### config.mk
export PLATFORM = sky130hd
export DESIGN_NAME = cdb_arbiter
export DESIGN_NICKNAME = d
export VERILOG_FILES = /design/src/rtl/cdb_pkg.sv /design/src/rtl/res_fifo.sv /design/src/rtl/cdb_arbiter.sv
export SDC_FILE = /design/constraint.sdc
export NUM_CORES = 2
export LEC_CHECK = 0
export CORE_MARGIN = 2
export CORE_UTILIZATION = 44
export DETAILED_ROUTE_END_ITERATION = 12
export PLACE_DENSITY = 0.71
export SYNTH_ARGS = -nofsm -noshare
export SYNTH_HDL_FRONTEND = slang
export SYNTH_SLANG_ARGS = --single-unit
### constraint.sdc
create_clock -name clk -period 7.29 [get_ports clk]
set_input_delay 2.187 -clock clk [delete_from_list [all_inputs] [get_ports clk]]
set_output_delay 2.187 -clock clk [all_outputs]
set_load 0.02 [all_outputs]
### src/rtl/cdb_pkg.sv
// Common data bus definitions shared by the CDB arbiter, the physical register file and the reservation stations.
package cdb_pkg;
    localparam int TAG_W  = 8;
    localparam int DATA_W = 32;
    localparam int CDB_W  = 4;

    // Physical register 0 is hard-wired to zero; results aimed at it are never broadcast.
    localparam logic [TAG_W-1:0] ZERO_TAG = 8'd0;

    typedef struct packed {
        logic              valid;
        logic [TAG_W-1:0]  tag;
        logic [DATA_W-1:0] data;
    } cdb_lane_t;
endpackage

### src/rtl/res_fifo.sv
// Small per-unit result FIFO: wrap-around pointers with an extra bit to tell full from empty.
module res_fifo #(
    parameter int DEPTH = 2,
    parameter int WIDTH = 40
) (
    input  logic                     clk,
    input  logic                     reset,
    input  logic                     clear,
    input  logic                     push,
    input  logic                     pop,
    input  logic [WIDTH-1:0]         din,
    output logic [WIDTH-1:0]         dout,
    output logic [$clog2(DEPTH):0]   count,
    output logic                     full,
    output logic                     empty
);
    localparam int AW = $clog2(DEPTH);

    logic [WIDTH-1:0] mem [0:DEPTH-1];
    logic [AW:0]      wr_ptr;
    logic [AW:0]      rd_ptr;
    logic             do_push;
    logic             do_pop;

    assign do_push = push && !full && !clear;
    assign do_pop  = pop && !empty && !clear;

    always_ff @(posedge clk or negedge reset) begin
        if (!reset) begin
            wr_ptr <= '0;
            rd_ptr <= '0;
        end else if (clear) begin
            wr_ptr <= '0;
            rd_ptr <= '0;
        end else begin
            if (do_push) wr_ptr <= wr_ptr + (AW+1)'(1);
            if (do_pop)  rd_ptr <= rd_ptr + (AW+1)'(1);
        end
    end

    // Storage needs no reset: the pointers alone define which entries are live.
    always_ff @(posedge clk) begin
        if (do_push) mem[wr_ptr[AW-1:0]] <= din;
    end

    assign dout  = mem[rd_ptr[AW-1:0]];
    assign count = wr_ptr - rd_ptr;
    assign full  = (count == (AW+1)'(DEPTH));
    assign empty = (count == '0);
endmodule

### src/rtl/cdb_arbiter.sv
// Collects functional-unit results into per-unit FIFOs and broadcasts up to CDB_W of them per cycle, round-robin.
module cdb_arbiter
    import cdb_pkg::*;
#(
    parameter int NUM_FU = 6,
    parameter int FIFO_D = 2
) (
    input  logic              clk,
    input  logic              reset,
    input  logic              flush,
    input  logic [NUM_FU-1:0] fu_valid,
    input  logic [TAG_W-1:0]  fu_tag   [0:NUM_FU-1],
    input  logic [DATA_W-1:0] fu_data  [0:NUM_FU-1],
    output logic [NUM_FU-1:0] fu_ready,
    output logic [CDB_W-1:0]  cdb_valid,
    output logic [TAG_W-1:0]  cdb_tag  [0:CDB_W-1],
    output logic [DATA_W-1:0] cdb_data [0:CDB_W-1]
);
    localparam int FU_W    = (NUM_FU > 1) ? $clog2(NUM_FU) : 1;
    localparam int LANE_W  = (CDB_W > 1) ? $clog2(CDB_W) : 1;
    localparam int CNT_W   = $clog2(CDB_W + 1);
    localparam int ENTRY_W = TAG_W + DATA_W;
    localparam int FCNT_W  = $clog2(FIFO_D) + 1;

    logic [ENTRY_W-1:0] head  [0:NUM_FU-1];
    logic [FCNT_W-1:0]  count [0:NUM_FU-1];
    logic [NUM_FU-1:0]  full;
    logic [NUM_FU-1:0]  empty;
    logic [NUM_FU-1:0]  push;
    logic [NUM_FU-1:0]  pop;
    logic [NUM_FU-1:0]  grant;

    logic [FU_W-1:0]    rr_ptr_reg;
    logic [FU_W-1:0]    rr_ptr_next;
    cdb_lane_t          lane_reg  [0:CDB_W-1];
    cdb_lane_t          lane_next [0:CDB_W-1];

    logic [FU_W:0]      scan_sum;
    logic [FU_W-1:0]    scan_idx;
    logic [FU_W-1:0]    last_idx;
    logic [CNT_W-1:0]   n_grant;

    genvar gi;
    generate
        for (gi = 0; gi < NUM_FU; gi++) begin : g_fu
            // Zero-tag results complete the handshake but are never stored.
            assign push[gi]     = fu_valid[gi] && !full[gi] && (fu_tag[gi] != ZERO_TAG) && !flush;
            assign pop[gi]      = grant[gi] && !flush;
            assign fu_ready[gi] = (count[gi] < FCNT_W'(FIFO_D));

            res_fifo #(
                .DEPTH (FIFO_D),
                .WIDTH (ENTRY_W)
            ) u_fifo (
                .clk   (clk),
                .reset (reset),
                .clear (flush),
                .push  (push[gi]),
                .pop   (pop[gi]),
                .din   ({fu_tag[gi], fu_data[gi]}),
                .dout  (head[gi]),
                .count (count[gi]),
                .full  (full[gi]),
                .empty (empty[gi])
            );
        end
    endgenerate

    // Rotating scan from rr_ptr; the k-th nonempty unit found lands on lane k.
    always_comb begin
        grant    = '0;
        n_grant  = '0;
        last_idx = '0;
        scan_sum = '0;
        scan_idx = '0;
        for (int j = 0; j < CDB_W; j++) lane_next[j] = '0;
        for (int k = 0; k < NUM_FU; k++) begin
            scan_sum = {1'b0, rr_ptr_reg} + (FU_W+1)'(k);
            if (scan_sum >= (FU_W+1)'(NUM_FU)) scan_sum = scan_sum - (FU_W+1)'(NUM_FU);
            scan_idx = scan_sum[FU_W-1:0];
            if (!empty[scan_idx] && (n_grant < CNT_W'(CDB_W))) begin
                grant[scan_idx]                  = 1'b1;
                lane_next[n_grant[LANE_W-1:0]]   = '{valid: 1'b1,
                                                     tag:   head[scan_idx][ENTRY_W-1 -: TAG_W],
                                                     data:  head[scan_idx][DATA_W-1:0]};
                last_idx = scan_idx;
                n_grant  = n_grant + CNT_W'(1);
            end
        end
        rr_ptr_next = rr_ptr_reg;
        if (n_grant != '0)
            rr_ptr_next = (last_idx == FU_W'(NUM_FU - 1)) ? '0 : last_idx + FU_W'(1);
    end

    always_ff @(posedge clk or negedge reset) begin
        if (!reset) begin
            rr_ptr_reg <= '0;
            for (int j = 0; j < CDB_W; j++) lane_reg[j] <= '0;
        end else if (flush) begin
            rr_ptr_reg <= '0;
            for (int j = 0; j < CDB_W; j++) lane_reg[j] <= '0;
        end else begin
            rr_ptr_reg <= rr_ptr_next;
            lane_reg   <= lane_next;
        end
    end

    generate
        for (gi = 0; gi < CDB_W; gi++) begin : g_lane
            assign cdb_valid[gi] = lane_reg[gi].valid;
            assign cdb_tag[gi]   = lane_reg[gi].tag;
            assign cdb_data[gi]  = lane_reg[gi].data;
        end
    endgenerate
endmodule

# Word-level counts from Yosys, hierarchy flattened
# Memories as Yosys holds them, arrays and structs flattened.
# Index checks and enable logic that the tools add are counted.
word_totals:
  ff_bits: 191
  ram_bits: 480
  in_bits: 249
  output_inout_bits: 170
  wordCells: 369
  n_memories: 6
op_classes:
  add_sub_neg: 35
  n_lt_le_gt_ge: 45
  n_eq_ne: 7
  muxes: 127
  bitwise_logic: 16
  reduce_logical: 108
mem_list:
  columns: ["memory", "depth", "word_bits", "read_ports", "rd_clocked_by_memory_dff", "wr", "line", "text"]
  rows:
  - ["g_fu[0].u_fifo.mem", 2, 40, 1, 0, 1, "res_fifo.sv:19", "logic [WIDTH-1:0] mem [0:DEPTH-1];"]
  - ["g_fu[1].u_fifo.mem", 2, 40, 1, 0, 1, "res_fifo.sv:19", null]
  - ["g_fu[2].u_fifo.mem", 2, 40, 1, 0, 1, "res_fifo.sv:19", null]
  - ["g_fu[3].u_fifo.mem", 2, 40, 1, 0, 1, "res_fifo.sv:19", null]
  - ["g_fu[4].u_fifo.mem", 2, 40, 1, 0, 1, "res_fifo.sv:19", null]
  - ["g_fu[5].u_fifo.mem", 2, 40, 1, 0, 1, "res_fifo.sv:19", null]
op_table:
  columns: ["op", "count"]
  rows:
  - ["2-to-1 mux 164 bit", 6]
  - ["bitwise mux 164 bit", 5]
  - ["binary-select mux 40 bit (select 3 bit)", 6]
  - ["2-to-1 mux 40 bit", 12]
  - ["demux 41 bit (select 2 bit)", 5]
  - ["2-to-1 mux 41 bit", 6]
  - ["logical AND 1 bit", 64]
  - ["2-to-1 mux 3 bit", 20]
  - ["2-to-1 mux 2 bit", 24]
  - ["nonzero test 8 bit", 6]
  - ["2-to-1 mux 6 bit", 6]
  - ["bitwise OR 6 bit", 5]
  - ["nonzero test 2 bit", 13]
  - ["2-to-1 mux 1 bit", 25]
  - ["adder 2 x 1 -> 2 bit, second input constant", 12]
  - ["greater-or-equal comparator 4 bit, second input constant", 6]
  - ["less-than comparator 3 x 4 -> 1 bit, second input constant", 6]
  - ["NOT 3 -> 4 bit", 6]
  - ["greater-or-equal comparator 4 x 3 -> 1 bit, second input constant", 5]
  - ["adder 3 x 1 -> 3 bit, second input constant", 6]
  - ["binary-select mux 1 bit (select 3 bit)", 6]
  - ["demux 1 bit (select 3 bit)", 6]
  - ["greater-or-equal comparator 3 x 1 -> 1 bit, second input constant", 6]
  - ["greater-or-equal comparator 3 bit, second input constant", 6]
  - ["14 further kinds", 70]

# Depth between registers and ports, before layout
depth:
  ltp_word: 25
  ltp_mapped: 34
  mapped_depth_nobuf: 25

# Hierarchy
# From an unflattened synthesis, not the netlist that was laid out.
hier_totals:
  cells_unflattened: 3785
  area_unflattened_um2: 39342.7
modules_own_cells:
  columns: ["module", "n_inst", "cells_each", "area_per_inst_um2", "seq_area_each_um2"]
  rows:
  - ["cdb_arbiter", 1, 2821, 20244.4, 4179.0]
  - ["res_fifo (g_fu[2].u_fifo ...)", 4, 160, 3186.8, 2502.4]
  - ["res_fifo (g_fu[0].u_fifo ...)", 2, 162, 3175.5, 2502.4]

# Worst setup path after synthesis
# No wires, ideal clock.
synth_timing:
  path_type: "register to register"
  startpoint: "register rr_ptr_reg[0]"
  endpoint: "register lane_reg (netlist bit cdb_data[59])"
  setup_ns: 0.132
  t_arrival_ns: 6.688
  required_ns: 7.158
  setup_slack_ns: 0.470
  stages_incl_launch_ff: 35
  path_buffers: 13
  period_less_slack_ns: 6.820
  cell_sequence: "dfrtp_1 > buf_2 > inv_2 > clkbuf_1 > clkbuf_1 > ha_1 > clkbuf_1 > and3_1 > or2_0 > clkbuf_1 > a221oi_2 > inv_2 > clkbuf_1 > ha_1 > clkbuf_1 > nand2_1 > a41oi_1 > o31a_1 > inv_1 > buf_4 > clkbuf_1 > ha_1 > inv_1 > o211a_1 > buf_4 > buf_2 > o21a_1 > inv_1 > ha_1 > and3_1 > clkbuf_1 > clkbuf_1 > a211oi_1 > a21oi_1 > nor2_1"
synth_between:
  elab_chain_cells: 25
  elab_cells_between_ends: 120
  cone_classes: "add/sub (15); order compare (21); mux (59); bitwise (10); reduce/logical (15)"
synth_rtl:
  columns: ["item", "line", "text"]
  rows:
  - ["start: declaration", "cdb_arbiter.sv:33", "logic [FU_W-1:0] rr_ptr_reg;"]
  - ["start signal: assignment", "cdb_arbiter.sv:103", "rr_ptr_reg <= rr_ptr_next;"]
  - ["adder 3 x 1 -> 4 bit (tied with other cells)", "cdb_arbiter.sv:78", "scan_sum = {1'b0, rr_ptr_reg} + (FU_W+1)'(k);"]
  - ["greater-or-equal comparator 4 x 3 -> 1 bit (tied with other cells)", "cdb_arbiter.sv:79", "if (scan_sum >= (FU_W+1)'(NUM_FU)) scan_sum = scan_sum - (FU_W+1)'(NUM_FU);"]
  - ["2-to-1 mux 3 bit or binary-select mux 1 bit (select 3 bit) (tied branches)", "cdb_arbiter.sv:79, cdb_arbiter.sv:81", null]
  - ["binary-select mux 1 bit (select 3 bit) or 2-to-1 mux 1 bit (tied branches)", "cdb_arbiter.sv:81", "if (!empty[scan_idx] && (n_grant < CNT_W'(CDB_W))) begin"]
  - ["2-to-1 mux 1 bit (not written as such)", "cdb_arbiter.sv:81", null]
  - ["logical NOT 1 bit or less-than comparator 3 bit (tied branches)", "cdb_arbiter.sv:81", null]
  - ["logical AND 1 bit", "cdb_arbiter.sv:81", null]
  - ["2-to-1 mux 3 bit", "cdb_arbiter.sv:81", null]
  - ["[9 not listed]", null, null]
  - ["NOT 2 -> 3 bit (not written as such)", "cdb_arbiter.sv:83", "lane_next[n_grant[LANE_W-1:0]] = '{valid: 1'b1,"]
  - ["greater-or-equal comparator 3 bit (not written as such) or less-than comparator 3 x 1 -> 1 bit (tied branches)", "cdb_arbiter.sv:83", null]
  - ["logical AND 1 bit (not written as such)", "cdb_arbiter.sv:83", null]
  - ["2-to-1 mux 41 bit (not written as such)", "cdb_arbiter.sv:83", null]
  - ["demux 41 bit (select 2 bit)", "cdb_arbiter.sv:83", null]
  - ["bitwise mux 164 bit", "cdb_arbiter.sv:83", null]
  - ["2-to-1 mux 164 bit *", "cdb_arbiter.sv:81", null]
  - ["2-to-1 mux 164 bit *", "cdb_arbiter.sv:99", "end else if (flush) begin"]
  - ["end signal: assignment", "cdb_arbiter.sv:104", "lane_reg <= lane_next;"]
  - ["end: declaration", "cdb_arbiter.sv:35", "cdb_lane_t lane_reg [0:CDB_W-1];"]
# Every way passes the cells marked *; elsewhere a longest branch is shown, timed or not. The select of a mux whose other input is x is not followed.
# A chain may end at the register's enable or synchronous reset.

# Worst setup path after layout
layout_timing:
  startpoint: "register rr_ptr_reg[1]"
  endpoint: "register lane_reg (netlist bit cdb_data[1])"
# The elaborated chain is that of the path after synthesis.

==> key figures <==
Min path
  – Worst Hold Depth: 1
  – Min-Delay Path Class: register to register
  – Worst Hold Launch: g_fu[3].u_fifo.wr_ptr[1]
  – Min-Delay Endpoint: g_fu[3].u_fifo.wr_ptr[1]

Clock network
  – Clk buf depth: 3
  – TritonCTS clock tree: yes
  – CTS root buf: clkbuf_16
  – Hold-fix buffers at CTS: 0
  – Clk slew on worst S/H paths: 0.07 ns
  – Worst skew pair latency: 0.66 ns
  – Setup Fix Bufs, Post-CTS: 0
  – # H-tree levels: 3
  – CTS buffer count: 73
  – Clk sinks: 671

Global route
  – Global-route wire length before repair: 208000 um
  – Overall Global Routing Usage: 0.315
  – Vias in the first global route: 29800
  – Antenna violations before repair: 8
  – Pin count of the biggest net entering global routing: 197
  – Remaining global-route overflow: 0

Synthesis
  – Gate Count Post-Synth: 3871
  – #FFs+latches synth: 671
  – Part of the Yosys area used for sequential elements: 0.506
  – Ys async rst share: 0.285
  – Top-area cell type share of the netlist area: 0.380
  – Synth warn: 0
  – Synth area leader: edfxtp_1
  – Yosys cell types: 74
  – Most common cell in the netlist: nor2_1
  – Syn Std Cell Area: 37900 um2
  – Avg Inst Size Synth: 9.79 um2
  – Top_reg_cell synth: edfxtp_1
  – Area contributors post-synth: edfxtp_1 38%, dfrtp_1 13%, mux2i_1 6.0%
  – Top cells by count, synth: 554 x nor2_1, 480 x edfxtp_1, 399 x nand2_1, 325 x a21oi_1, 282 x clkbuf_1
  – Syn_nets: 4150
  – EDFF count, synth: 480

Final layout
  – Design Area, Final: 45500 um2
  – Area Overhead vs Synth: 19.9%
  – Layout cell share with drive strength beyond 1: 0.102
  – Register area: 19200 um2
  – Final core occ: 0.533
  – Max FFs per register: 480
  – Layout Nets: 4393
  – Multi-input gate area: 17400 um2
  – Fillers: 7505

Setup path
  – FF-to-FF path depth: 22
  – Critical path class: register to register
  – Crit-path leading delay family: compound AO/OA/AOI/OAI gates
  – CP startpoint kind: register
  – CP max FO: 22
  – CP peak stage delay: 0.70 ns
  – Worst EP arrival: 7.13 ns
  – Endpoint class of the critical path: register
  – Worst r2r dst: cdb_data[1]
  – CP cell instances: inv_1 > ha_1 > a21oi_1 > mux2_2 > nor2b_1 > a221oi_2 > buf_4 > ha_1 > nand2_1 > o21ai_0 > ha_1 > o211a_1 > a311oi_2 > inv_1 > ha_1 > and2_1 > a211oi_2 > and2_1 > nand2_1 > buf_4 > o211ai_1 > a21oi_1
  – CP max stage cell: dfrtp_1
  – Crit path buffers/inverters: 4
  – Reg2reg setup slack: 0.62 ns
  – RR Startpoint: rr_ptr_reg[1]
  – Most common cell on crit path: ha_1
  – Worst path required time: 7.75 ns

Timing
  – Worst Max-Slew Pin Slew: 1.24 ns
  – Final hold slack: 0.506 ns
  – Setup TNS: 0 ns
  – Layout Skew: 0.0533 ns
  – Slew HR: 0.163
  – Post-layout minimum cycle time: 6.67 ns
  – RSZ-0062 raised after global routing: no
  – # setup viols final: 0
  – Final slew viol count: 0
  – Hold Fails Final Rpt: 0
  – Final period utilization: 0.915
  – Max Fclk: 150 MHz

Die
  – Rows: 107
  – # IOs: 419
  – Total die area: 88500 um2
  – DIE HEIGHT: 298 um
  – Starting Density: 0.445
  – Area of the core: 85300 um2
  – Die Wd: 298 um

Detailed routing
  – DRC: 0
  – Initial drt markers: 4819
  – DRT Pass-1 Iters: 7
  – Drt total wl: 145000 um
  – Vias per inst: 6.24
  – Final ANT Viol Nets: 0
  – Via count: 33200
  – Wire per inst: 27.2 um

Placement
  – Input/output buffers: 418
  – Placer Congestion: 0.950
  – Detailed placer's ending HPWL: 106000 um
  – Placed cell area: 43200 um2

Run
  – Max cap viols: 0

Outcome
  – Status: complete, no violations
==> worst max-delay path by stage <==
stage	startpoint	end	slack [ns]	depth (start not counted)
final	rr_ptr_reg[1]	cdb_data[1]	0.62	22
after detailed placement	rr_ptr_reg[1]	cdb_data[1]	0.57	21
after global routing	rr_ptr_reg[1]	cdb_data[1]	0.16	22
after global placement	rr_ptr_reg[1]	cdb_data[6]	0.69	21
after CTS	rr_ptr_reg[1]	cdb_data[1]	0.53	21
after floorplan	rr_ptr_reg[0]	cdb_data[59]	0.47	34
==> placed cells by master, fill, tap and decap left out, types with 15 or more instances in the layout <==
cell	count
and3_1	33
o221ai_1	93
a21oi_1	325
nand3_1	56
a31oi_1	60
mux2i_1	227
buf_4	86
clkdlybuf4s50_1	416
edfxtp_1	480
clkbuf_16	74
a22oi_1	31
nand2_1	394
o22ai_1	48
o21ai_0	275
dfrtp_1	184
ha_1	28
nand2b_1	32
clkinv_1	15
a311oi_1	41
nor3_1	62
a211oi_1	103
mux2_2	156
o211ai_1	100
xnor2_1	22
nor2_1	543
inv_1	27
clkinv_2	15
xor2_1	17
==> cell type report <==
type,instances,area share
Sequential cell,671,0.422
Multi-Input combinational cell,2822,0.383
Timing Repair Buffer,514,0.111
Clock buffer,87,0.0420
Tap cell,1144,0.0315
Clock inverter,45,0.00762
Inverter,32,0.00275
Antenna cell,6,0.000330
==> through the flow <==
stage	std cells	worst slack [ns]
2_1_floorplan	3871	0.470
3_3_place_gp	5183	0.693
3_5_place_dp	5183	0.573
4_1_cts	5315	0.535
5_1_grt	5321	0.161
6_report	5321	0.623
==> routing by layer <==
| layer | global-route usage | vias to the layer above | part of all wire |
|---|---|---|---|
| met1 | 0.486 | 16100 | 0.44 |
| met5 | 0 | - | 0.00016 |
| met3 | 0.0922 | 165 | 0.13 |
| met4 | 0.0826 | 4 | 0.023 |
| li1 | - | 14800 | - |
| met2 | 0.423 | 2142 | 0.40 |
==> repair_timing <==
item | in CTS | in global routing
endpoints found under the hold margin | 0 | 0
gates resized for setup | 0 | 1
setup endpoints to repair | 0 | 11
==> cell families (layout without fill, tap and decap cells) <==
| logic type | count (synthesis) | after routing | share of synthesized area |
|---|---|---|---|
| other | 0 | 6 | 0 |
| AO/OA/AOI/OAI | 1152 | 1152 | 0.193 |
| multiplexers | 384 | 384 | 0.107 |
| flip-flops | 671 | 671 | 0.506 |
| AND/OR/NAND/NOR | 1213 | 1213 | 0.135 |
| adder cells (fa/ha/maj) | 30 | 30 | 0.00990 |
| XOR/XNOR | 43 | 43 | 0.0112 |
| buffers and inverters | 378 | 678 | 0.0390 |
Power is left out: the tool's default activity adds up to more than one toggle a clock period on the data nets, which glitch-free logic cannot reach.
